`config.mk`:
```
export PLATFORM = sky130hd
export DESIGN_NAME = eprisc_ttl_receiver
export DESIGN_NICKNAME = d
export VERILOG_FILES = /design/src/rtl/eprisc_serial_pkg.sv /design/src/rtl/eprisc_rx_fifo.sv /design/src/rtl/eprisc_ttl_receiver.sv
export SDC_FILE = /design/constraint.sdc
export NUM_CORES = 1
export LEC_CHECK = 0
export ABC_CLOCK_PERIOD_IN_PS = 5150
export CAP_MARGIN = 30
export CORE_UTILIZATION = 60
export CTS_CLUSTER_DIAMETER = 40
export DETAILED_ROUTE_END_ITERATION = 10
export MAX_ROUTING_LAYER = met4
export PLACE_DENSITY = 0.83
export SLEW_MARGIN = 10
export SYNTH_ARGS = -nofsm -noshare
export SYNTH_HDL_FRONTEND = slang
export SYNTH_SLANG_ARGS = --single-unit
export TNS_END_PERCENT = 100
```
`constraint.sdc`:
```
create_clock -name iBoardClock -period 5.15 [get_ports iBoardClock]
set_input_delay 1.545 -clock iBoardClock [delete_from_list [all_inputs] [get_ports iBoardClock]]
set_output_delay 1.545 -clock iBoardClock [all_outputs]
set_load 0.005 [all_outputs]
```
`src/rtl/eprisc_serial_pkg.sv`:
```
`default_nettype none
// ============================================================================
// Module      : eprisc_serial_pkg
// Description : Shared types and constants for the EPRISC serial receiver:
//               FSM state encoding, 8N1 data-bit count and FIFO depth.
// Revision    : 1.0 - initial release
// ============================================================================
package eprisc_serial_pkg;

  // Receiver FSM states, explicit 3-bit encoding
  typedef enum logic [2:0] {
    ST_IDLE     = 3'd0,
    ST_START    = 3'd1,
    ST_DATA     = 3'd2,
    ST_STOP     = 3'd3,
    ST_WAITHIGH = 3'd4
  } rxState_t;

  // Data bits per 8N1 frame
  localparam int c_DATA_BITS  = 8;

  // Receive buffer depth when the FIFO option is built in
  localparam int c_FIFO_DEPTH = 4;

endpackage
`default_nettype wire

```
`src/rtl/eprisc_rx_fifo.sv`:
```
`default_nettype none
// ============================================================================
// Module      : eprisc_rx_fifo
// Description : Receive byte buffer with push/pop/full/empty. DEPTH==1 builds
//               a single holding register; larger depths build a ring FIFO.
//               A pop frees space for a push in the same cycle.
// Revision    : 1.0 - initial release
// ============================================================================
module eprisc_rx_fifo #(
  parameter int DEPTH = 4,
  parameter int WIDTH = 8
) (
  input  logic             clk,
  input  logic             rst,
  input  logic             i_push,
  input  logic [WIDTH-1:0] i_pushData,
  input  logic             i_pop,
  output logic [WIDTH-1:0] o_headData,
  output logic             o_full,
  output logic             o_empty
);

  logic w_popEn;
  logic w_pushEn;

  generate
    if (DEPTH == 1) begin : g_single
      logic [WIDTH-1:0] r_data;
      logic             r_valid;

      assign w_popEn  = i_pop & r_valid;
      assign w_pushEn = i_push & (~r_valid | w_popEn);

      // Holding register: a push (possibly replacing a popped byte) wins over a pop
      always_ff @(posedge clk) begin
        if (rst) begin
          r_data  <= '0;
          r_valid <= 1'b0;
        end else if (w_pushEn) begin
          r_data  <= i_pushData;
          r_valid <= 1'b1;
        end else if (w_popEn) begin
          r_valid <= 1'b0;
        end
      end

      assign o_headData = r_data;
      assign o_full     = r_valid;
      assign o_empty    = ~r_valid;
    end else begin : g_multi
      localparam int c_PTR_W = $clog2(DEPTH);
      localparam int c_CNT_W = $clog2(DEPTH + 1);
      localparam logic [c_PTR_W-1:0] c_PTR_LAST = c_PTR_W'(DEPTH - 1);
      localparam logic [c_CNT_W-1:0] c_CNT_FULL = c_CNT_W'(DEPTH);

      logic [WIDTH-1:0]   r_mem [DEPTH];
      logic [c_PTR_W-1:0] r_rdPtr;
      logic [c_PTR_W-1:0] r_wrPtr;
      logic [c_CNT_W-1:0] r_count;

      assign o_full   = (r_count == c_CNT_FULL);
      assign o_empty  = (r_count == '0);
      assign w_popEn  = i_pop & ~o_empty;
      assign w_pushEn = i_push & (~o_full | w_popEn);

      // Ring buffer: write slot, read slot and occupancy
      always_ff @(posedge clk) begin
        if (rst) begin
          for (int i = 0; i < DEPTH; i++) r_mem[i] <= '0;
          r_rdPtr <= '0;
          r_wrPtr <= '0;
          r_count <= '0;
        end else begin
          if (w_pushEn) begin
            r_mem[r_wrPtr] <= i_pushData;
            r_wrPtr        <= (r_wrPtr == c_PTR_LAST) ? '0 : r_wrPtr + 1'b1;
          end
          if (w_popEn) begin
            r_rdPtr <= (r_rdPtr == c_PTR_LAST) ? '0 : r_rdPtr + 1'b1;
          end
          if (w_pushEn && !w_popEn) begin
            r_count <= r_count + c_CNT_W'(1);
          end else if (w_popEn && !w_pushEn) begin
            r_count <= r_count - c_CNT_W'(1);
          end
        end
      end

      assign o_headData = r_mem[r_rdPtr];
    end
  endgenerate

endmodule
`default_nettype wire

```
`src/rtl/eprisc_ttl_receiver.sv`:
```
`default_nettype none
// ============================================================================
// Module      : eprisc_ttl_receiver
// Description : 8N1 TTL serial receiver, LSB first, with start-bit glitch
//               rejection, frame-error and overrun pulses and a receive
//               buffer presented as a valid/ready byte stream.
//               Build option EPRISC_TTL_RECEIVER_FIFO_EN selects a 4-entry
//               FIFO; otherwise a single holding register is used.
// Revision    : 1.0 - initial release
// ============================================================================
module eprisc_ttl_receiver
  import eprisc_serial_pkg::*;
#(
  parameter int CLKS_PER_BIT = 256
) (
  input  logic       iBoardClock,
  input  logic       iBoardReset,
  input  logic       iTTLSerialRX,
  output logic [7:0] oRxData,
  output logic       oRxValid,
  input  logic       iRxReady,
  output logic       oFrameError,
  output logic       oOverrun,
  output logic       oBusy
);

  localparam int c_CNT_W = $clog2(CLKS_PER_BIT);
  localparam int c_IDX_W = $clog2(c_DATA_BITS);
  localparam logic [c_CNT_W-1:0] c_HALF_LAST = c_CNT_W'(CLKS_PER_BIT / 2 - 1);
  localparam logic [c_CNT_W-1:0] c_BIT_LAST  = c_CNT_W'(CLKS_PER_BIT - 1);
  localparam logic [c_IDX_W-1:0] c_IDX_LAST  = c_IDX_W'(c_DATA_BITS - 1);
`ifdef EPRISC_TTL_RECEIVER_FIFO_EN
  localparam int c_BUF_DEPTH = c_FIFO_DEPTH;
`else
  localparam int c_BUF_DEPTH = 1;
`endif

  logic                   r_rxMeta;
  logic                   r_rxSync;
  logic [1:0]             r_flush;
  logic                   r_armed;
  rxState_t               r_state;
  logic [c_CNT_W-1:0]     r_clkCount;
  logic [c_IDX_W-1:0]     r_bitIdx;
  logic [c_DATA_BITS-1:0] r_shift;
  logic                   r_frameError;
  logic                   r_overrun;

  logic w_rxs;
  logic w_bitEnd;
  logic w_push;
  logic w_pop;
  logic w_full;
  logic w_empty;

  assign w_rxs    = r_rxSync;
  assign w_bitEnd = (r_clkCount == c_BIT_LAST);
  assign w_push   = (r_state == ST_STOP) && w_bitEnd && w_rxs;
  assign w_pop    = iRxReady & ~w_empty;

  // Two-flop synchronizer plus an arm flag: after reset the line must be seen
  // high (once the synchronizer has flushed its reset value) before a falling
  // edge may start a frame, so a line held low across reset never triggers
  always_ff @(posedge iBoardClock) begin
    if (iBoardReset) begin
      r_rxMeta <= 1'b1;
      r_rxSync <= 1'b1;
      r_flush  <= 2'b00;
      r_armed  <= 1'b0;
    end else begin
      r_rxMeta <= iTTLSerialRX;
      r_rxSync <= r_rxMeta;
      r_flush  <= {r_flush[0], 1'b1};
      if (r_flush[1] && w_rxs) r_armed <= 1'b1;
    end
  end

  // Receive FSM with bit timing, data shift and one-cycle status pulses
  always_ff @(posedge iBoardClock) begin
    if (iBoardReset) begin
      r_state      <= ST_IDLE;
      r_clkCount   <= '0;
      r_bitIdx     <= '0;
      r_shift      <= '0;
      r_frameError <= 1'b0;
      r_overrun    <= 1'b0;
    end else begin
      r_frameError <= 1'b0;
      r_overrun    <= w_push & w_full & ~w_pop;
      case (r_state)
        ST_IDLE: begin
          if (r_armed && !w_rxs) begin
            r_state    <= ST_START;
            r_clkCount <= '0;
            r_bitIdx   <= '0;
          end
        end
        ST_START: begin
          if (r_clkCount == c_HALF_LAST) begin
            r_clkCount <= '0;
            r_state    <= w_rxs ? ST_IDLE : ST_DATA;
          end else begin
            r_clkCount <= r_clkCount + c_CNT_W'(1);
          end
        end
        ST_DATA: begin
          if (w_bitEnd) begin
            r_shift[r_bitIdx] <= w_rxs;
            r_clkCount        <= '0;
            r_bitIdx          <= r_bitIdx + c_IDX_W'(1);
            if (r_bitIdx == c_IDX_LAST) r_state <= ST_STOP;
          end else begin
            r_clkCount <= r_clkCount + c_CNT_W'(1);
          end
        end
        ST_STOP: begin
          if (w_bitEnd) begin
            r_clkCount <= '0;
            if (w_rxs) begin
              r_state <= ST_IDLE;
            end else begin
              r_frameError <= 1'b1;
              r_state      <= ST_WAITHIGH;
            end
          end else begin
            r_clkCount <= r_clkCount + c_CNT_W'(1);
          end
        end
        ST_WAITHIGH: begin
          if (w_rxs) r_state <= ST_IDLE;
        end
        default: r_state <= ST_IDLE;
      endcase
    end
  end

  eprisc_rx_fifo #(
    .DEPTH (c_BUF_DEPTH),
    .WIDTH (c_DATA_BITS)
  ) uRxFifo (
    .clk        (iBoardClock),
    .rst        (iBoardReset),
    .i_push     (w_push),
    .i_pushData (r_shift),
    .i_pop      (iRxReady),
    .o_headData (oRxData),
    .o_full     (w_full),
    .o_empty    (w_empty)
  );

  assign oRxValid    = ~w_empty;
  assign oFrameError = r_frameError;
  assign oOverrun    = r_overrun;
  assign oBusy       = (r_state != ST_IDLE);

endmodule
`default_nettype wire
```
; Yosys cells after proc, flatten, opt, wreduce, memory -nomap -nowiden
; Cells that the tools add are included.
; Widths: inputs -> output; s select.
[op_classes]
order_cmp = 2
n_reduce_logical = 17
bitwise_logic = 9
n_eq_ne = 13
addsub = 2
muxes = 23
[ops]
columns = op, n
row1 = $mux 3, 9
row2 = $mux 8, 3
row3 = $pmux 8 s3, 1
row4 = $pmux 3 s5, 1
row5 = $ne 2x2->1 const B, 6
row6 = $add 8x1->8 const B, 1
row7 = $bwmux 8, 1
row8 = $eq 8x7->1 const B, 1
row9 = $eq 8x8->1 const B, 1
row10 = $eq 3x2->1 const B, 2
row11 = $eq 3x3->1 const B, 2
row12 = $pmux 3 s2, 1
row13 = $reduce_and 6->1, 1
row14 = $reduce_bool 3->1, 2
row15 = $logic_and 1x1->1, 5
row16 = $mux 1, 5
row17 = $and 1x1->1, 4
row18 = $lt 3x4->1 const B, 1
row19 = $not 1->1, 4
row20 = $reduce_and 2->1, 2
row21 = $reduce_bool 2->1, 2
row22 = $add 3x1->3 const B, 1
row23 = $demux 1 s3, 1
row24 = $eq 3x1->1 const B, 1
row25 = other kinds (8), 8
[word_totals]
reg_bits = 38
output_inout_bits = 12

; Depth between registers and ports, before layout
; Gate-level depths: netlist of the first run.
[depth]
depth_word = 5
ltp_mapped = 7
depth_no_buf = 6

; Cells and area by module
; Synthesis of the first run repeated with hierarchy kept, for this count alone.
[hier_totals]
cells_unflattened = 198
hier_area_um2 = 1850.5
[by_module_without_submodules]
columns = module, area_each_um2, cells_per_inst, n_inst, seq_area_each_um2
row1 = eprisc_ttl_receiver, 1440.1, 158, 1, 580.6
row2 = eprisc_rx_fifo, 410.4, 40, 1, 180.2

; Least setup slack after synthesis of the first run
; Ideal clock, no wire load.
[synth_timing]
path_type = input port to flip-flop
start = in iBoardReset
end = reg r_clkCount[3]
path_buffers = 1
path_stages = 4
setup_slack_ns = 2.638
arrival_ns = 2.452
cell_sequence = or2_2 clkbuf_1 a2111oi_0 a221o_1
[synth_rtl]
columns = item, line_no
row1 = start: declaration, eprisc_ttl_receiver.sv:17  ; input logic iBoardReset,
row2 = end signal: assignment, eprisc_ttl_receiver.sv:103  ; r_clkCount <= r_clkCount + c_CNT_W'(1);
row3 = end signal: assignment, eprisc_ttl_receiver.sv:113  ; r_clkCount <= r_clkCount + c_CNT_W'(1);
row4 = end signal: assignment, eprisc_ttl_receiver.sv:126  ; r_clkCount <= r_clkCount + c_CNT_W'(1);
row5 = end: declaration, eprisc_ttl_receiver.sv:43  ; logic [c_CNT_W-1:0] r_clkCount;

; Worst setup path after layout of the first run
[layout_timing]
start = reg r_state[0]
end = out oBusy
[layout_via]
elab_chain_cells = 1
[layout_rtl]
columns = item, line_no
row1 = start: declaration, eprisc_ttl_receiver.sv:42  ; rxState_t r_state;
row2 = start signal: assignment, eprisc_ttl_receiver.sv:101  ; r_state <= w_rxs ? ST_IDLE : ST_DATA;
row3 = $reduce_bool 3->1, eprisc_ttl_receiver.sv:154  ; assign oBusy = (r_state != ST_IDLE);
row4 = end: declaration, eprisc_ttl_receiver.sv:24  ; output logic oBusy
; No other way between the ends.

==> results of run 1 <==
[critical path: cells and delay by family, from the launching register on]
| kind | cells | cell delay, ns |
|---|---|---|
| AND/OR/NAND/NOR | 2 | 0.61 |
| buffers and inverters | 1 | 0.50 |
| flip-flops | 1 | 0.45 |
[through the flow]
| step | hold slack, ns | cells | worst slack (ns) |
|---|---|---|---|
| after floorplan | 0.389 | 191 | 2.64 |
| after global placement | 0.394 | 226 | 1.65 |
| after detailed placement | 0.404 | 227 | 1.59 |
| after CTS | 0.432 | 235 | 1.71 |
| after global routing | 0.440 | 235 | 1.62 |
| final | 0.426 | 235 | 1.70 |
[synthesized netlist by cell type, types with 3 or more instances]
library cell,n,area (µm²)
dfxtp_1,38,761
nand2_1,19,71.3
mux2i_1,17,170
nor2_1,15,56.3
nand3_1,10,50.1
a21oi_1,9,45.0
inv_1,7,26.3
clkbuf_1,5,18.8
nand4_1,4,25.0
nor3_1,4,20.0
o21ai_0,4,20.0
o32ai_1,4,35.0
or2_2,4,25.0
a2111oi_0,3,26.3
a21o_1,3,22.5
buf_6,3,33.8
ha_1,3,37.5
nor2b_1,3,18.8
[report_power, final]
group,switching [µW],total [µW],internal (µW)
registers,2.10,298,296
logic,10.7,16.8,6.07
clock network,98.5,164,65.6
total,111,479,368
[state kept, by name (all words and copies together), names as in the netlist]
name and count:
uRxFifo.o_full 1, r_flush 2, oOverrun 1, oFrameError 1
r_rxMeta 1, r_bitIdx 3, r_rxSync 1, r_clkCount 8
r_shift 8, r_armed 1, uRxFifo.o_headData 8, r_state 3
[cell families (layout without fill, tap and decap cells)]
kind of cell    count (synthesis)  after routing  share of synthesized area
fa+ha+maj                       3              3                     0.0211
compound gates                 38             38                      0.162
xor+xnor                        1              1                    0.00492
buf+inv                        18             31                     0.0541
flops                          38             38                      0.427
simple gates                   76             76                      0.235
mux                            17             17                     0.0956
[layout make-up]
class / instances / share of cell area
clock inverter: 2 / 0.00635
sequential: 38 / 0.386
inverter: 7 / 0.0133
clock buffer: 6 / 0.0260
timing repair buffer: 16 / 0.0800
multi-input combinational: 135 / 0.469
tap: 31 / 0.0197
[worst paths after layout]
kind / slack (ns) / to / depth (start not counted) / from
setup reg to reg: 2.91 / r_clkCount[4]$_SDFFE_PP0P_ / 5 / r_clkCount[1]$_SDFFE_PP0P_
setup / recovery: 1.70 / oBusy / 3 / r_state[0]$_SDFFE_PP0P_
hold / removal: 0.43 / r_rxSync$_SDFF_PP1_ / 1 / r_rxMeta$_SDFF_PP1_
hold reg to reg: 0.43 / r_rxSync$_SDFF_PP1_ / 1 / r_rxMeta$_SDFF_PP1_
[routing by layer]
layer / vias to the layer above / global-route usage
li1: 730 / -
met1: 688 / 0.326
met2: 53 / 0.417
met3: 6 / 0.0507
met4: 0 / 0.111
met5: - / -
==> run_results.csv, run 1 <==
group,metric,value,unit
finish,area_delta_synth_final,10.7,%
job,cap_violations,0,
clocking,numCtsBuffers,5,
grt,grt_max_degree,25,
outcome,status,"finished clean",
clocking,post_cts_buffers,0,
route,maxUsedRoutingLayer,"met4",
grt,gr-total-overflow,0,
clocking,cts_tree,"yes",
clocking,cts_root_buf,"clkbuf_4",
logic_synthesis,ys_types,47,
logic_synthesis,async_reset_ff_frac,0,
pwr,p_leak,0.000706,µW
route,route.detailed.drc,0,
route,wl_met3,223,µm
finish,seq_area,761,µm²
timing,tightest_slew,0.860,ns
route,vias,1477,
route,wl_per_cell,16.0,µm
route,routed_wl,3760,µm
critical_path,worstSetupStartpointType,"flop",
clocking,cts.sinks,38,
min_path,hold_class,"reg2reg",
pwr,peakVddDrop,0.226,mV
clocking,clk_path_buf_depth,2,
logic_synthesis,seq_area_frac_synth,0.427,
logic_synthesis,synth_seq_cells,38,
timing,setup_viol,0,
floorplan,core.rowCount,19,
clocking,cts_resized,0,
logic_synthesis,syn-num-nets,198,
grt,grt_pass1_wl,6300,µm
route,wl_met2,1810,µm
logic_synthesis,synth-edff-count,0,
finish,diodes,0,
place,dpl-instance-area,0.00191,mm²
finish,final_cell_mix,"38 x dfxtp_1, 19 x nand2_1, 17 x mux2i_1, 15 x nor2_1, 15 x clkdlybuf4s50_1",
finish,nets,210,
timing,finalCriticalPeriod,3.45,ns
critical_path,path_cells,"nor2_1 -> nand2_1 -> clkdlybuf4s50_1",
clocking,clkLatencyLatePin,0.35,ns
timing,fmax,290,MHz
finish,final_core_util,0.709,
finish,fill_cells,215,
finish,stdcell_area,0.00197,mm²
floorplan,die_h,56.5,µm
critical_path,end_kind,"output pin",
grt,track_usage,0.263,
floorplan,ioPinCount,16,
route,ant_nets,0,
pwr,powerDensity,243,mW/mm²
floorplan,dieArea,0.00319,mm²
pwr,fin_total_pwr,479,µW
clocking,clkSlewWorstSetupHoldPaths,0.11,ns
logic_synthesis,synth_ff_type,"dfxtp_1",
critical_path,cp.required,3.61,ns
finish,layout_commonest_cell,"dfxtp_1",
critical_path,crit_path_max_fanout,12,
place,place.gp.congestion,0.906,
critical_path,cp.arrival,1.90,ns
floorplan,core_area,0.00278,mm²
critical_path,critPathMaxStageDelay,0.50,ns
clocking,holdBufCountCts,0,
critical_path,crit_slowest_cell,"clkdlybuf4s50_1",
timing,worst_slew_margin_rel,0.425,
clocking,cts_max_level,2,
logic_synthesis,syn_area_per_cell,9.32,µm²
place,io_buffer_count,15,
place,dpl.hpwl,2600,µm
timing,fin_crit_sh,0.669,
finish,final_layout_size_suffix_gt1_frac,0.118,
logic_synthesis,synthesis.instances,191,
grt,grt_pass1_vias,1372,
floorplan,chipWidth,56.5,µm
route,vias_per_cell,6.29,
grt,antenna_found_initial,0,
logic_synthesis,yosys_warnings,0,
floorplan,start_util,0.640,
finish,multi_input_area,923,µm²
timing,finClkSkew,0.0136,ns
timing,grt_setup_unrepaired,"no",
route,drtIter0Drc,46,
logic_synthesis,synthesis.area,0.00178,mm²
timing,hold_violations,0,
route,wl_met1,1670,µm
critical_path,critPathKind,"reg2out",
timing,slew_violations,0,
route,dr.pass1.iters,4,
timing,tns,0,ns
Note: power is estimated with default switching activity, not from simulation.
==> run 2, diff against run 1 <==
--- a/config.mk
+++ b/config.mk
@@ -5,13 +5,13 @@
 export SDC_FILE = /design/constraint.sdc
 export NUM_CORES = 1
 export LEC_CHECK = 0
-export ABC_CLOCK_PERIOD_IN_PS = 5150
+export ABC_CLOCK_PERIOD_IN_PS = 3300
 export CAP_MARGIN = 30
-export CORE_UTILIZATION = 60
+export CORE_UTILIZATION = 56
 export CTS_CLUSTER_DIAMETER = 40
 export DETAILED_ROUTE_END_ITERATION = 10
 export MAX_ROUTING_LAYER = met4
-export PLACE_DENSITY = 0.83
+export PLACE_DENSITY = 0.78
 export SLEW_MARGIN = 10
 export SYNTH_ARGS = -nofsm -noshare
 export SYNTH_HDL_FRONTEND = slang
==> constraint.sdc (replaced) <==
create_clock -name iBoardClock -period 3.3 [get_ports iBoardClock]
set_input_delay 0.99 -clock iBoardClock [delete_from_list [all_inputs] [get_ports iBoardClock]]
set_output_delay 0.99 -clock iBoardClock [all_outputs]
set_load 0.005 [all_outputs]
==> run 2 against run 1 <==
Clock skew fell by 0.0032 ns; critical path type unchanged; final cell count rose by 6.0%; largest power group unchanged; die area rose by 6.9%; combinational power rose by 63%.
==> run_results.csv, run 2 (synthesized netlist as in run 1, its figures left out) <==
group,metric,value,unit
finish,fin_cells,249,
finish,final_cell_mix,"38 x dfxtp_1, 19 x nand2_1, 17 x mux2i_1, 15 x nor2_1, 15 x clkdlybuf4s50_1",
clocking,numCtsBuffers,5,
finish,layout_commonest_cell,"dfxtp_1",
finish,area_delta_synth_final,11.8,%
pwr,p_clk_frac,0.341,
clocking,clkLatencyLatePin,0.35,ns
grt,antenna_found_initial,0,
grt,gr-total-overflow,0,
floorplan,core.rowCount,20,
clocking,cts_resized,0,
grt,grt_max_degree,15,
timing,fmax,355,MHz
pwr,powerDensity,376,mW/mm²
place,dp_cells,241,
timing,slew_violations,0,
timing,worst_slew_margin_rel,0.645,
critical_path,cp_top_family,"buffers and inverters",
timing,tns,0,ns
finish,multi_input_area,923,µm²
route,routed_wl,3720,µm
grt,track_usage,0.256,
route,vias_per_cell,6.05,
timing,setup_viol,0,
route,wl_per_cell,14.9,µm
grt,grt_pass1_vias,1447,
critical_path,cp.arrival,1.83,ns
min_path,hold_class,"reg2reg",
finish,stdcell_area,0.00199,mm²
clocking,cts.sinks,38,
pwr,intPower,576,µW
critical_path,crit_path_max_fanout,10,
route,dr.pass1.iters,4,
critical_path,critPathKind,"reg2out",
clocking,cts_tree,"yes",
clocking,holdBufCountCts,0,
finish,seq_area,761,µm²
critical_path,path_buf_inv,2,
clocking,cts_max_level,2,
critical_path,path_cells,"inv_1 -> nand2_1 -> clkdlybuf4s50_1",
finish,nets,211,
finish,diodes,0,
route,ant_nets,0,
critical_path,end_kind,"output pin",
floorplan,die_h,58.4,µm
timing,fin_crit_sh,0.854,
floorplan,dieArea,0.00341,mm²
floorplan,chipWidth,58.4,µm
min_path,holdPathStages,1,
pwr,p_comb_frac,0.037,
floorplan,ioPinCount,16,
clocking,clk_path_buf_depth,2,
job,cap_violations,0,
critical_path,reg2regPathDepth,5,
outcome,status,"finished clean",
critical_path,critPathMaxStageDelay,0.60,ns
timing,grt_setup_unrepaired,"no",
timing,tightest_slew,0.531,ns
timing,hold_violations,0,
finish,fill_cells,250,
pwr,p_sw_frac,0.230,
critical_path,crit_cells,3,
clocking,post_cts_buffers,0,
place,place.gp.congestion,0.883,
clocking,cts_root_buf,"clkbuf_4",
pwr,p_sw,172,µW
route,drtIter0Drc,65,
critical_path,worstSetupStartpointType,"flop",
pwr,peakVddDrop,0.277,mV
floorplan,core_area,0.00303,mm²
pwr,p_leak,0.000712,µW
critical_path,ff2ff_setup_slack,1.06,ns
critical_path,crit_slowest_cell,"dfxtp_1",
critical_path,cp.required,2.31,ns
route,vias,1506,
timing,hold_slack,0.429,ns
route,route.detailed.drc,0,
grt,grt_pass1_wl,6430,µm
floorplan,start_util,0.588,
finish,final_layout_size_suffix_gt1_frac,0.117,
place,dpl-instance-area,0.00193,mm²
pwr,fin_total_pwr,748,µW
pwr,seqPwrFrac,0.623,
timing,finalCriticalPeriod,2.82,ns
place,dpl.hpwl,2650,µm
place,io_buffer_count,15,
timing,finClkSkew,0.0104,ns
clocking,clkSlewWorstSetupHoldPaths,0.10,ns
-- run 2: cell types whose count changed in the layout (fill, tap and decap cells not counted) --
cell / delta
buf_4: +1
clkbuf_1: +1
clkinvlp_4: -1
-- run 2: final timing paths --
| path | startpoint | endpoint |
|---|---|---|
| worst max-delay path | r_state[1]$_SDFFE_PP0P_ | oBusy |
| worst min-delay path | r_rxMeta$_SDFF_PP1_ | r_rxSync$_SDFF_PP1_ |
| worst max register to register | r_clkCount[0]$_SDFFE_PP0P_ | r_clkCount[4]$_SDFFE_PP0P_ |
| worst min register to register | r_rxMeta$_SDFF_PP1_ | r_rxSync$_SDFF_PP1_ |
-- run 2: cell type report --
| cell class | count | share of cell area |
|---|---|---|
| Clock buffer | 7 | 0.0277 |
| Clock inverter | 1 | 0.00251 |
| Inverter | 7 | 0.0132 |
| Multi-Input combinational cell | 135 | 0.464 |
| Sequential cell | 38 | 0.382 |
| Tap cell | 44 | 0.0277 |
| Timing Repair Buffer | 17 | 0.0830 |
-- run 2: per-layer routing --
layer | wire, µm | global-route usage | share of wire
met2 | 1770 | 0.396 | 0.47
met1 | 1650 | 0.322 | 0.44
met5 | 0 | - | 0
met3 | 255 | 0.0659 | 0.069
met4 | 48 | 0.0986 | 0.013
-- run 2: power groups by stage --
| stage | logic, µW | registers [µW] | clock network (µW) |
|---|---|---|---|
| 2_1_floorplan | 20.2 | 474 | 0 |
| 3_3_place_gp | 25.4 | 476 | 0 |
| 3_5_place_dp | 27.3 | 476 | 0 |
| 4_1_cts | 27.5 | 466 | 257 |
| 5_1_grt | 30.2 | 467 | 279 |
| 6_report | 27.4 | 466 | 255 |
-- run 2: through the flow --
stage          setup WS [ns]   util
2_1_floorplan           1.34      -
3_3_place_gp           0.625  0.638
3_5_place_dp           0.533  0.638
4_1_cts                0.483  0.657
5_1_grt                0.404  0.657
6_report               0.483  0.657
